[src/rtl/synthesijer_call_driver_pkg.sv]
`default_nettype none
// ============================================================================
//  Module      : synthesijer_call_pkg
//  Description : Shared constants for the Synthesijer req/busy call driver:
//                default widths, FSM state encoding and the saturating
//                increment used for latency/watchdog counting.
//  Revision    : 1.0 - initial release
// ============================================================================
package synthesijer_call_pkg;

    localparam int DEF_ARG_WIDTH = 32;
    localparam int DEF_RET_WIDTH = 32;
    localparam int DEF_CNT_WIDTH = 16;
    localparam int DEF_TIMEOUT   = 1024;

    localparam int c_state_w = 3;

    localparam logic [c_state_w-1:0] c_st_idle      = 3'd0;
    localparam logic [c_state_w-1:0] c_st_issue     = 3'd1;
    localparam logic [c_state_w-1:0] c_st_wait_ack  = 3'd2;
    localparam logic [c_state_w-1:0] c_st_wait_done = 3'd3;
    localparam logic [c_state_w-1:0] c_st_gap       = 3'd4;
    localparam logic [c_state_w-1:0] c_st_finish    = 3'd5;

    // Increment that sticks at 'limit' instead of wrapping (counters up to 32 bits).
    function automatic logic [31:0] sat_inc(input logic [31:0] value,
                                            input logic [31:0] limit);
        return (value >= limit) ? limit : value + 32'd1;
    endfunction

endpackage : synthesijer_call_pkg
`default_nettype wire

[src/rtl/synthesijer_call_driver_if.sv]
`default_nettype none
// ============================================================================
//  Module      : synthesijer_call_driver_if
//  Description : Synthesijer method-call handshake (<method>_req/_busy plus
//                argument and return value). master = caller, slave = callee.
//  Revision    : 1.0 - initial release
// ============================================================================
interface synthesijer_call_driver_if
    import synthesijer_call_pkg::*;
#(
    parameter int ARG_WIDTH = DEF_ARG_WIDTH,
    parameter int RET_WIDTH = DEF_RET_WIDTH
);
    logic                 req;
    logic [ARG_WIDTH-1:0] arg;
    logic                 busy;
    logic [RET_WIDTH-1:0] ret;

    modport master (output req, output arg, input busy, input ret);
    modport slave  (input req, input arg, output busy, output ret);
endinterface : synthesijer_call_driver_if
`default_nettype wire

[src/rtl/synthesijer_call_driver_watchdog.sv]
`default_nettype none
// ============================================================================
//  Module      : call_watchdog
//  Description : Clearable saturating cycle counter. o_count is the number of
//                enabled cycles since the last clear; o_expired flags the cycle
//                on which the count is about to reach TIMEOUT, so the abort
//                decision lands on the edge where the count hits TIMEOUT.
//                CNT_WIDTH must not exceed 32.
//  Revision    : 1.0 - initial release
// ============================================================================
module call_watchdog
    import synthesijer_call_pkg::*;
#(
    parameter int CNT_WIDTH = DEF_CNT_WIDTH,
    parameter int TIMEOUT   = DEF_TIMEOUT
) (
    input  wire logic                 clk,
    input  wire logic                 rst,
    input  wire logic                 i_clear,
    input  wire logic                 i_enable,
    output logic      [CNT_WIDTH-1:0] o_count,
    output logic                      o_expired
);

    localparam logic [CNT_WIDTH-1:0] c_cnt_max  = '1;
    localparam logic [31:0]          c_max32    = 32'(c_cnt_max);
    localparam logic [31:0]          c_trip     = (TIMEOUT > 0) ? 32'(TIMEOUT - 1) : 32'd0;

    logic [CNT_WIDTH-1:0] r_count;

    // Count enabled cycles, holding at all-ones rather than wrapping.
    always_ff @(posedge clk) begin
        if (rst || i_clear) begin
            r_count <= '0;
        end else if (i_enable) begin
            r_count <= CNT_WIDTH'(sat_inc(32'(r_count), c_max32));
        end
    end

    assign o_count   = r_count;
    assign o_expired = (32'(r_count) >= c_trip);

endmodule : call_watchdog
`default_nettype wire

[src/rtl/synthesijer_call_driver.sv]
`default_nettype none
// ============================================================================
//  Module      : synthesijer_call_driver
//  Description : Issues a programmed number of req/busy calls to one
//                Synthesijer method with an incrementing argument, capturing
//                every return value and call latency, and aborting the run
//                if a callee stays silent or busy for too long.
//  Revision    : 1.0 - initial release
// ============================================================================
module synthesijer_call_driver
    import synthesijer_call_pkg::*;
#(
    parameter int ARG_WIDTH = DEF_ARG_WIDTH,
    parameter int RET_WIDTH = DEF_RET_WIDTH,
    parameter int CNT_WIDTH = DEF_CNT_WIDTH,
    parameter int TIMEOUT   = DEF_TIMEOUT
) (
    input  wire logic                 clk,
    input  wire logic                 reset,
    input  wire logic                 start,
    input  wire logic [CNT_WIDTH-1:0] num_calls,
    input  wire logic [ARG_WIDTH-1:0] arg_base,
    synthesijer_call_driver_if.master call,
    output logic                      ret_valid,
    output logic      [RET_WIDTH-1:0] ret_data,
    output logic      [CNT_WIDTH-1:0] ret_index,
    output logic      [CNT_WIDTH-1:0] last_latency,
    output logic                      running,
    output logic                      done,
    output logic                      timeout_err
);

    logic [c_state_w-1:0] r_state;
    logic [c_state_w-1:0] w_next_state;

    logic [CNT_WIDTH-1:0] r_num_calls;
    logic [ARG_WIDTH-1:0] r_arg_base;
    logic [CNT_WIDTH-1:0] r_index;

    logic                 r_ret_valid;
    logic [RET_WIDTH-1:0] r_ret_data;
    logic [CNT_WIDTH-1:0] r_ret_index;
    logic [CNT_WIDTH-1:0] r_last_latency;
    logic                 r_running;
    logic                 r_done;
    logic                 r_timeout_err;

    logic                 w_call_req;
    logic                 w_accept;
    logic                 w_capture;
    logic                 w_abort;
    logic                 w_in_call;
    logic                 w_finishing;
    logic                 w_is_last;

    logic [CNT_WIDTH-1:0] w_wd_count;
    logic                 w_wd_expired;

    // Compare with one extra bit so num_calls = all-ones cannot wrap.
    assign w_is_last = (({1'b0, r_index} + {{CNT_WIDTH{1'b0}}, 1'b1}) == {1'b0, r_num_calls});

    // The watchdog is held at 0 outside a call, so it reads 0 in the req
    // cycle and counts ISSUE/WAIT cycles: its value at busy-low is the latency.
    call_watchdog #(
        .CNT_WIDTH (CNT_WIDTH),
        .TIMEOUT   (TIMEOUT)
    ) u_watchdog (
        .clk       (clk),
        .rst       (reset),
        .i_clear   (~w_in_call),
        .i_enable  (w_in_call),
        .o_count   (w_wd_count),
        .o_expired (w_wd_expired)
    );

    // State register.
    always_ff @(posedge clk) begin
        if (reset) begin
            r_state <= c_st_idle;
        end else begin
            r_state <= w_next_state;
        end
    end

    // Next-state logic; an expired watchdog beats a late busy rise, but a
    // completing call beats expiry.
    always_comb begin
        w_next_state = r_state;
        case (r_state)
            c_st_idle: begin
                if (start) begin
                    w_next_state = (num_calls == '0) ? c_st_finish : c_st_issue;
                end
            end
            c_st_issue: begin
                w_next_state = c_st_wait_ack;
            end
            c_st_wait_ack: begin
                if (w_wd_expired) begin
                    w_next_state = c_st_finish;
                end else if (call.busy) begin
                    w_next_state = c_st_wait_done;
                end
            end
            c_st_wait_done: begin
                if (!call.busy) begin
                    w_next_state = w_is_last ? c_st_finish : c_st_gap;
                end else if (w_wd_expired) begin
                    w_next_state = c_st_finish;
                end
            end
            c_st_gap: begin
                w_next_state = c_st_issue;
            end
            c_st_finish: begin
                w_next_state = c_st_idle;
            end
            default: begin
                w_next_state = c_st_idle;
            end
        endcase
    end

    // Per-state control strobes.
    always_comb begin
        w_call_req  = 1'b0;
        w_accept    = 1'b0;
        w_capture   = 1'b0;
        w_abort     = 1'b0;
        w_in_call   = 1'b0;
        w_finishing = 1'b0;
        case (r_state)
            c_st_idle: begin
                w_accept = start;
            end
            c_st_issue: begin
                w_call_req = 1'b1;
                w_in_call  = 1'b1;
            end
            c_st_wait_ack: begin
                w_in_call = 1'b1;
                w_abort   = w_wd_expired;
            end
            c_st_wait_done: begin
                w_in_call = 1'b1;
                w_capture = ~call.busy;
                w_abort   = call.busy & w_wd_expired;
            end
            c_st_finish: begin
                w_finishing = 1'b1;
            end
            default: begin
                w_call_req = 1'b0;
            end
        endcase
    end

    // Run parameters, call index, capture registers and status flags.
    always_ff @(posedge clk) begin
        if (reset) begin
            r_num_calls    <= '0;
            r_arg_base     <= '0;
            r_index        <= '0;
            r_ret_valid    <= 1'b0;
            r_ret_data     <= '0;
            r_ret_index    <= '0;
            r_last_latency <= '0;
            r_running      <= 1'b0;
            r_done         <= 1'b0;
            r_timeout_err  <= 1'b0;
        end else begin
            r_ret_valid <= w_capture;
            r_done      <= w_finishing;

            if (w_accept) begin
                r_num_calls   <= num_calls;
                r_arg_base    <= arg_base;
                r_index       <= '0;
                r_timeout_err <= 1'b0;
                r_running     <= 1'b1;
            end

            if (w_capture) begin
                r_ret_data     <= call.ret;
                r_ret_index    <= r_index;
                r_last_latency <= w_wd_count;
                if (!w_is_last) begin
                    r_index <= r_index + 1'b1;
                end
            end

            if (w_abort) begin
                r_timeout_err <= 1'b1;
            end

            if (w_finishing) begin
                r_running <= 1'b0;
            end
        end
    end

    // The argument is derived from registers, so it stays put from the req
    // cycle until the index advances on completion.
    assign call.req     = w_call_req;
    assign call.arg     = r_arg_base + ARG_WIDTH'(r_index);

    assign ret_valid    = r_ret_valid;
    assign ret_data     = r_ret_data;
    assign ret_index    = r_ret_index;
    assign last_latency = r_last_latency;
    assign running      = r_running;
    assign done         = r_done;
    assign timeout_err  = r_timeout_err;

endmodule : synthesijer_call_driver
`default_nettype wire

[src/flat_wrapper.sv]
// flat-port wrapper written by rule: the top's interface ports become plain ports
module synthesijer_call_driver_flat import synthesijer_call_pkg::*;
#(
    parameter int ARG_WIDTH = DEF_ARG_WIDTH,
    parameter int RET_WIDTH = DEF_RET_WIDTH,
    parameter int CNT_WIDTH = DEF_CNT_WIDTH,
    parameter int TIMEOUT   = DEF_TIMEOUT
)
  (clk, reset, start, num_calls, arg_base, ret_valid, ret_data, ret_index, last_latency, running, done, timeout_err, call_req, call_arg, call_busy, call_ret);
  synthesijer_call_driver_if #(.ARG_WIDTH(ARG_WIDTH), .RET_WIDTH(RET_WIDTH)) call_i ();
  input  wire logic clk;
  input  wire logic reset;
  input  wire logic start;
  input  wire logic [CNT_WIDTH-1:0] num_calls;
  input  wire logic [ARG_WIDTH-1:0] arg_base;
  output logic ret_valid;
  output logic      [RET_WIDTH-1:0] ret_data;
  output logic      [CNT_WIDTH-1:0] ret_index;
  output logic      [CNT_WIDTH-1:0] last_latency;
  output logic running;
  output logic done;
  output logic timeout_err;
  output wire logic [$bits(call_i.req)-1:0] call_req;
  output wire logic [$bits(call_i.arg)-1:0] call_arg;
  input wire logic [$bits(call_i.busy)-1:0] call_busy;
  input wire logic [$bits(call_i.ret)-1:0] call_ret;
  assign call_req = call_i.req;
  assign call_arg = call_i.arg;
  assign call_i.busy = call_busy;
  assign call_i.ret = call_ret;
  synthesijer_call_driver #(.ARG_WIDTH(ARG_WIDTH), .RET_WIDTH(RET_WIDTH), .CNT_WIDTH(CNT_WIDTH), .TIMEOUT(TIMEOUT)) u_core (.clk(clk), .reset(reset), .start(start), .num_calls(num_calls), .arg_base(arg_base), .call(call_i), .ret_valid(ret_valid), .ret_data(ret_data), .ret_index(ret_index), .last_latency(last_latency), .running(running), .done(done), .timeout_err(timeout_err));
endmodule
[config.mk]
export PLATFORM = sky130hd
export DESIGN_NAME = synthesijer_call_driver_flat
export DESIGN_NICKNAME = d
export VERILOG_FILES = /design/src/rtl/synthesijer_call_driver_pkg.sv /design/src/rtl/synthesijer_call_driver_if.sv /design/src/rtl/synthesijer_call_driver_watchdog.sv /design/src/rtl/synthesijer_call_driver.sv /design/src/flat_wrapper.sv
export SDC_FILE = /design/constraint.sdc
export NUM_CORES = 1
export LEC_CHECK = 0
export CAP_MARGIN = 20
export CORE_ASPECT_RATIO = 0.7
export CORE_MARGIN = 2
export CORE_UTILIZATION = 40
export DETAILED_ROUTE_END_ITERATION = 10
export HOLD_SLACK_MARGIN = 0.1
export PLACE_DENSITY = 0.65
export SLEW_MARGIN = 20
export SYNTH_ARGS = -nofsm -noshare
export SYNTH_HDL_FRONTEND = slang
export SYNTH_SLANG_ARGS = --single-unit
[constraint.sdc]
create_clock -name clk -period 6.9 [get_ports clk]
set_input_delay 1.725 -clock clk [delete_from_list [all_inputs] [get_ports clk]]
set_output_delay 1.725 -clock clk [all_outputs]
set_load 0.02 [all_outputs]
**Yosys cells after proc, flatten, opt, wreduce, memory -nomap -nowiden**

Cells that the tools add are included.

- Register bits: 151
- Output and inout port bits: 101
- Logic and storage cells: 57

- Add/subtract/negate cells: 4
- Magnitude comparators: 2
- Eq/ne operators: 9
- Mux-type cells: 20
- Bitwise gates (word level): 3
- Reductions and logical operators: 7

Operator list:

| cell | number |
|---|---|
| $mux 16 | 4 |
| $add 16x1->16 const B | 2 |
| $add 32x16->32 | 1 |
| $mux 3 | 6 |
| $add 16x1->17 const B | 1 |
| $eq 17x16->1 | 1 |
| $ge 16x10->1 const B | 1 |
| $ge 16x16->1 const B | 1 |
| $logic_not 16->1 | 1 |
| $pmux 3 s5 | 1 |
| $mux 1 | 8 |
| $eq 3x2->1 const B | 2 |
| $eq 3x3->1 const B | 2 |
| $ne 3x2->1 const B | 2 |
| $eq 3x1->1 const B | 1 |
| $logic_not 3->1 | 1 |
| $reduce_and 3->1 | 1 |
| $reduce_or 3->1 | 1 |
| $ne 2x2->1 const B | 1 |
| $not 1->1 | 2 |
| $pmux 1 s2 | 1 |
| $reduce_bool 2->1 | 1 |
| $reduce_or 2->1 | 1 |
| $and 1x1->1 | 1 |
| $logic_or 1x1->1 | 1 |

**Longest topological paths before layout**

- Depth in word-level cells: 5
- Mapped depth: 12
- Depth with buffers taken out: 11

**Cells and area by module**

A second synthesis with hierarchy kept.

- Cells, all modules: 971
- Area total of the unflattened synthesis: 7,467.2 um2

Modules (own cells, without submodules):

| module | times used | cells an instance | area an instance (um2) |
|---|---|---|---|
| synthesijer_call_driver | 1 | 877 | 6,626.4 |
| call_watchdog | 1 | 94 | 840.8 |

**Worst setup path before layout**

Ideal clock, no wire load.

- Kind: flip-flop to output port
- From: register u_core.r_index[0]
- To: output port call_arg[22]
- Arrival: 2.611 ns
- Data required time: 5.175 ns
- Setup slack: 2.564 ns
- Stages on the path, launching flop included: 12
- Path buffers: 0
- Path through: dfxtp_1 > ha_1 > inv_1 > fa_1 > inv_1 > a21oi_1 > o21bai_1 > a21o_1 > a21oi_1 > o31ai_2 > nand3_1 > xnor2_1

- Word-level cells in the longest chain between the ends: 1

Ends and longest elaborated chain:

| element | RTL line | RTL |
|---|---|---|
| from (decl) | synthesijer_call_driver.sv:38 | `logic [CNT_WIDTH-1:0] r_index;` |
| from (signal assigned) | synthesijer_call_driver.sv:188 | `r_index <= r_index + 1'b1;` |
| $add 32x16->32 | synthesijer_call_driver.sv:205 | `assign call.arg = r_arg_base + ARG_WIDTH'(r_index);` |
| to (decl) | flat_wrapper.sv:24 | `output wire logic [$bits(call_i.arg)-1:0] call_arg;` |

No other way between the ends.

**Worst setup path in the final report**

- From: register u_core.r_index[0]
- To: output port call_arg[28]

Same word-level chain as after synthesis.

==> implementation parameters <==
Parameter                              Value

Logic synthesis
  Commonest register cell after synthesis    dfxtp_1
  Warnings, synthesis    0
  Synth area leader    dfxtp_1
  Unique masters post-synth    68
  Xor/xnor share of the synthesized area    7.272%
  Share of flip-flops with an asynchronous set or reset    0%
  Largest family of logic cells by synthesized area    simple AND/OR/NAND/NOR gates
  Most frequently used cell type in the post-synthesis netlist    nand2_1
  Yosys reg bits    151
  Post-Synth Adder-Cell Area    3.346%
  Sequential cell area fraction in the yosys report    41.24%
  Cell types with the largest area share after synthesis    dfxtp_1 (41%), nand2_1 (12%), a21oi_1 (11%), xnor2_1 (5.0%), ha_1 (3.1%)
  Post-Syn Area    7330 µm²
  Synthesized instance count    930
  Mux contribution to synthesized area    0.6487%
  Number of nets in the synthesized netlist    1,033
  Area share of the largest cell type after synthesis    41.24%
  Post-synthesis compound-gate area fraction    17.31%
  Synthesized-area fraction occupied by and/or/nand/nor cells    25.20%
  Avg Cell Area, Syn    7.881 µm²
  Most instantiated cells after synthesis    nand2_1 (242), a21oi_1 (156), dfxtp_1 (151), clkbuf_1 (46), xnor2_1 (42)
  Number of synthesized flops with an enable pin    0

Drt
  TritonRoute pass-1 iters    5
  Via Count    6,882
  Number of design-rule violations left by the first detailed-router iteration    464
  Via-to-Cell Ratio    5.202
  Count of nets left with antenna violations after detail routing    0
  Total detailed-routing wirelength    21,250 µm
  Routed wire per std cell    16.06 µm
  Post-detailed-route DRC marker count    0

GRT
  First-pass GRT wire length    33,420 µm
  Number of global-route vias before repair    6,201
  Pin count of the biggest net entering global routing    78
  Antenna violations before repair    0
  Total GRT Usage    21.62%
  Global route total overflow    0

Layout
  Area used by multi-input combinational logic    3969 µm²
  Area added between synthesis and finish    33.77%
  Number of filler instances in the final layout    1,732
  Final #Nets    1,177
  Count of inserted antenna diode cells    0
  Share of layout cells above drive strength 1    5.796%
  Post-Route Utilization    54.45%
  Count of non-filler cells in the finished layout    1,323
  Register Area    3023 µm²

Worst setup path
  Worst setup SP type    flip-flop
  Biggest cell delay along the critical path    0.69 ns
  Buffering stage count on the worst path with inverters included    3
  Data arrival time at the worst-slack endpoint    3.97 ns
  Critical-path maximum fanout    8
  Library cell contributing the largest single delay on the critical path    o31ai_2
  Largest delay share family, worst path    compound AO/OA/AOI/OAI gates
  Cells along the critical path    ha_1 -> inv_1 -> fa_1 -> inv_1 -> a21oi_1 -> o21bai_1 -> a21o_1 -> a21oi_1 -> o31ai_2 -> nand3_1 -> xnor2_1 -> clkdlybuf4s50_1
  Type of destination of the critical path    output pin
  Crit path kind    reg -> out
  Worst path required time    5.18 ns

Run status
  Outcome    completed

Clock tree
  Number of buffers created by CTS    17
  CTS H-tree depth    4
  Post-CTS Resized    0
  Clock tree root driver cell    clkbuf_16
  Postcts setup bufs    0
  Clock transition at path regs    0.06 ns
  Clock network latency to the later pin of the worst-skew pair    0.43 ns
  CTS tree    yes
  # hold bufs at CTS    0
  Buffers from clock root to sink, at most    2
  CTS sink count    151

Placed design
  Post-placement cell count    1,291
  Detailed-placement wirelength estimate    14,870 µm
  Port Buf Inserts    184
  Post-Place Worst Slack    1.732 ns
  Weighted congestion reported at the end of routability-driven placement    0.8651

Floorplanning
  Number of rows created at floorplan    41
  Initial standard-cell utilization of the core    40.71%
  Die width    165.8 µm
  Area of the placeable core    18,010 µm²
  Floorplan die area    19,440 µm²
  I/O pin count    185
  Height of the chip    117.3 µm

Run
  Number of max-cap violations    0

Timing
  Min setup slack post-route    1.206 ns
  Setup skew after layout    0.009072 ns
  Sum of negative setup slack    0 ns
  Final hold violations    0
  Final setup viols    0
  FMAX    0.1756 GHz
  Headroom to the max-slew limit    43.70%
  Tightest Pin Transition    0.8445 ns
  Max-slew violation total from the final report    0
  Fin crit share    82.52%
  Unrepaired setup endpoints after global routing    no
  Fin crit period    5.694 ns

Min path
  Worst min-delay path class    reg -> reg

Pwr
  Leakage power of the design    3.605 nW
  Max VDD drop    134.6 µV
  Total design power    2.108 mW
  Cell Pwr Density    215.0 nW/µm²
[layout make-up]
| cell class | instances | area share [%] |
|---|---|---|
| timing repair buffer | 188 | 19.07 |
| inverter | 16 | 0.6126 |
| multi-input combinational | 700 | 40.48 |
| tap | 236 | 3.012 |
| clock inverter | 13 | 1.378 |
| clock buffer | 19 | 4.620 |
| sequential | 151 | 30.83 |
[cells in the final DEF (no fill, tap or decap), types with 6 or more instances in the layout]
cell and n:
nand2_1 242, clkdlybuf4s50_1 183, a21oi_1 156, dfxtp_1 151, xnor2_1 42, nand3_1 39
nor2_1 27, a21o_1 19, ha_1 18, xor2_1 17, clkbuf_16 17, inv_1 16
or3_1 14, and3_1 11, o21ai_0 9, nor3_1 9, nand4_1 8, nand2b_1 7
nor4_1 6
[logic make-up after synthesis]
logic type	Yosys count
compound gates	219
xor+xnor	60
fa+ha+maj	19
buf+inv	79
simple gates	398
flops	151
mux	4
[metal layers]
layer	track usage (%)	share of wire, %
met4	4.928	0.61
met2	31.09	42
met5	0	0
met1	29.95	48
met3	9.314	9.1
[state kept, by name (all words and copies together), names as in the netlist, 3 cells and up]
| name | count |
|---|---|
| u_core.last_latency | 16 |
| u_core.r_arg_base | 32 |
| u_core.r_index | 16 |
| u_core.r_num_calls | 16 |
| u_core.r_state | 3 |
| u_core.ret_data | 32 |
| u_core.ret_index | 16 |
| u_core.u_watchdog.o_count | 16 |
[power breakdown]
group          switching (mW)  leakage [nW]  internal (mW)  total (mW)
logic                   0.136          2.10          0.120       0.257
clock network           0.399         0.277          0.526       0.925
registers              0.0270          1.22          0.900       0.927
[through the flow]
stage / area, µm² / hold slack [ns]
CTS: 9797 / 0.4562
global placement: 9209 / 0.4406
detailed placement: 9209 / 0.4466
finish: 9804 / 0.4530
global route: 9804 / 0.4684
floorplan: 7330 / 0.4400
[path summary, 6_finish.rpt]
kind | depth (start not counted) | slack, ns | to | startpoint
max | 12 | 1.21 | call_arg[28] | u_core.r_index[0]
min reg2reg | 2 | 0.45 | u_core.ret_data[6] | u_core.ret_data[6]
min | 2 | 0.45 | u_core.ret_data[6] | u_core.ret_data[6]
max reg2reg | 9 | 3.40 | u_core.r_index[0] | u_core.r_index[0]
[tightest hold or removal path, cell delays in order, from the launching register on]
cell     delay [ns]
dfxtp_1        0.31
nand2_1        0.05
a21oi_1        0.05
(Power assumes the default switching activity.)
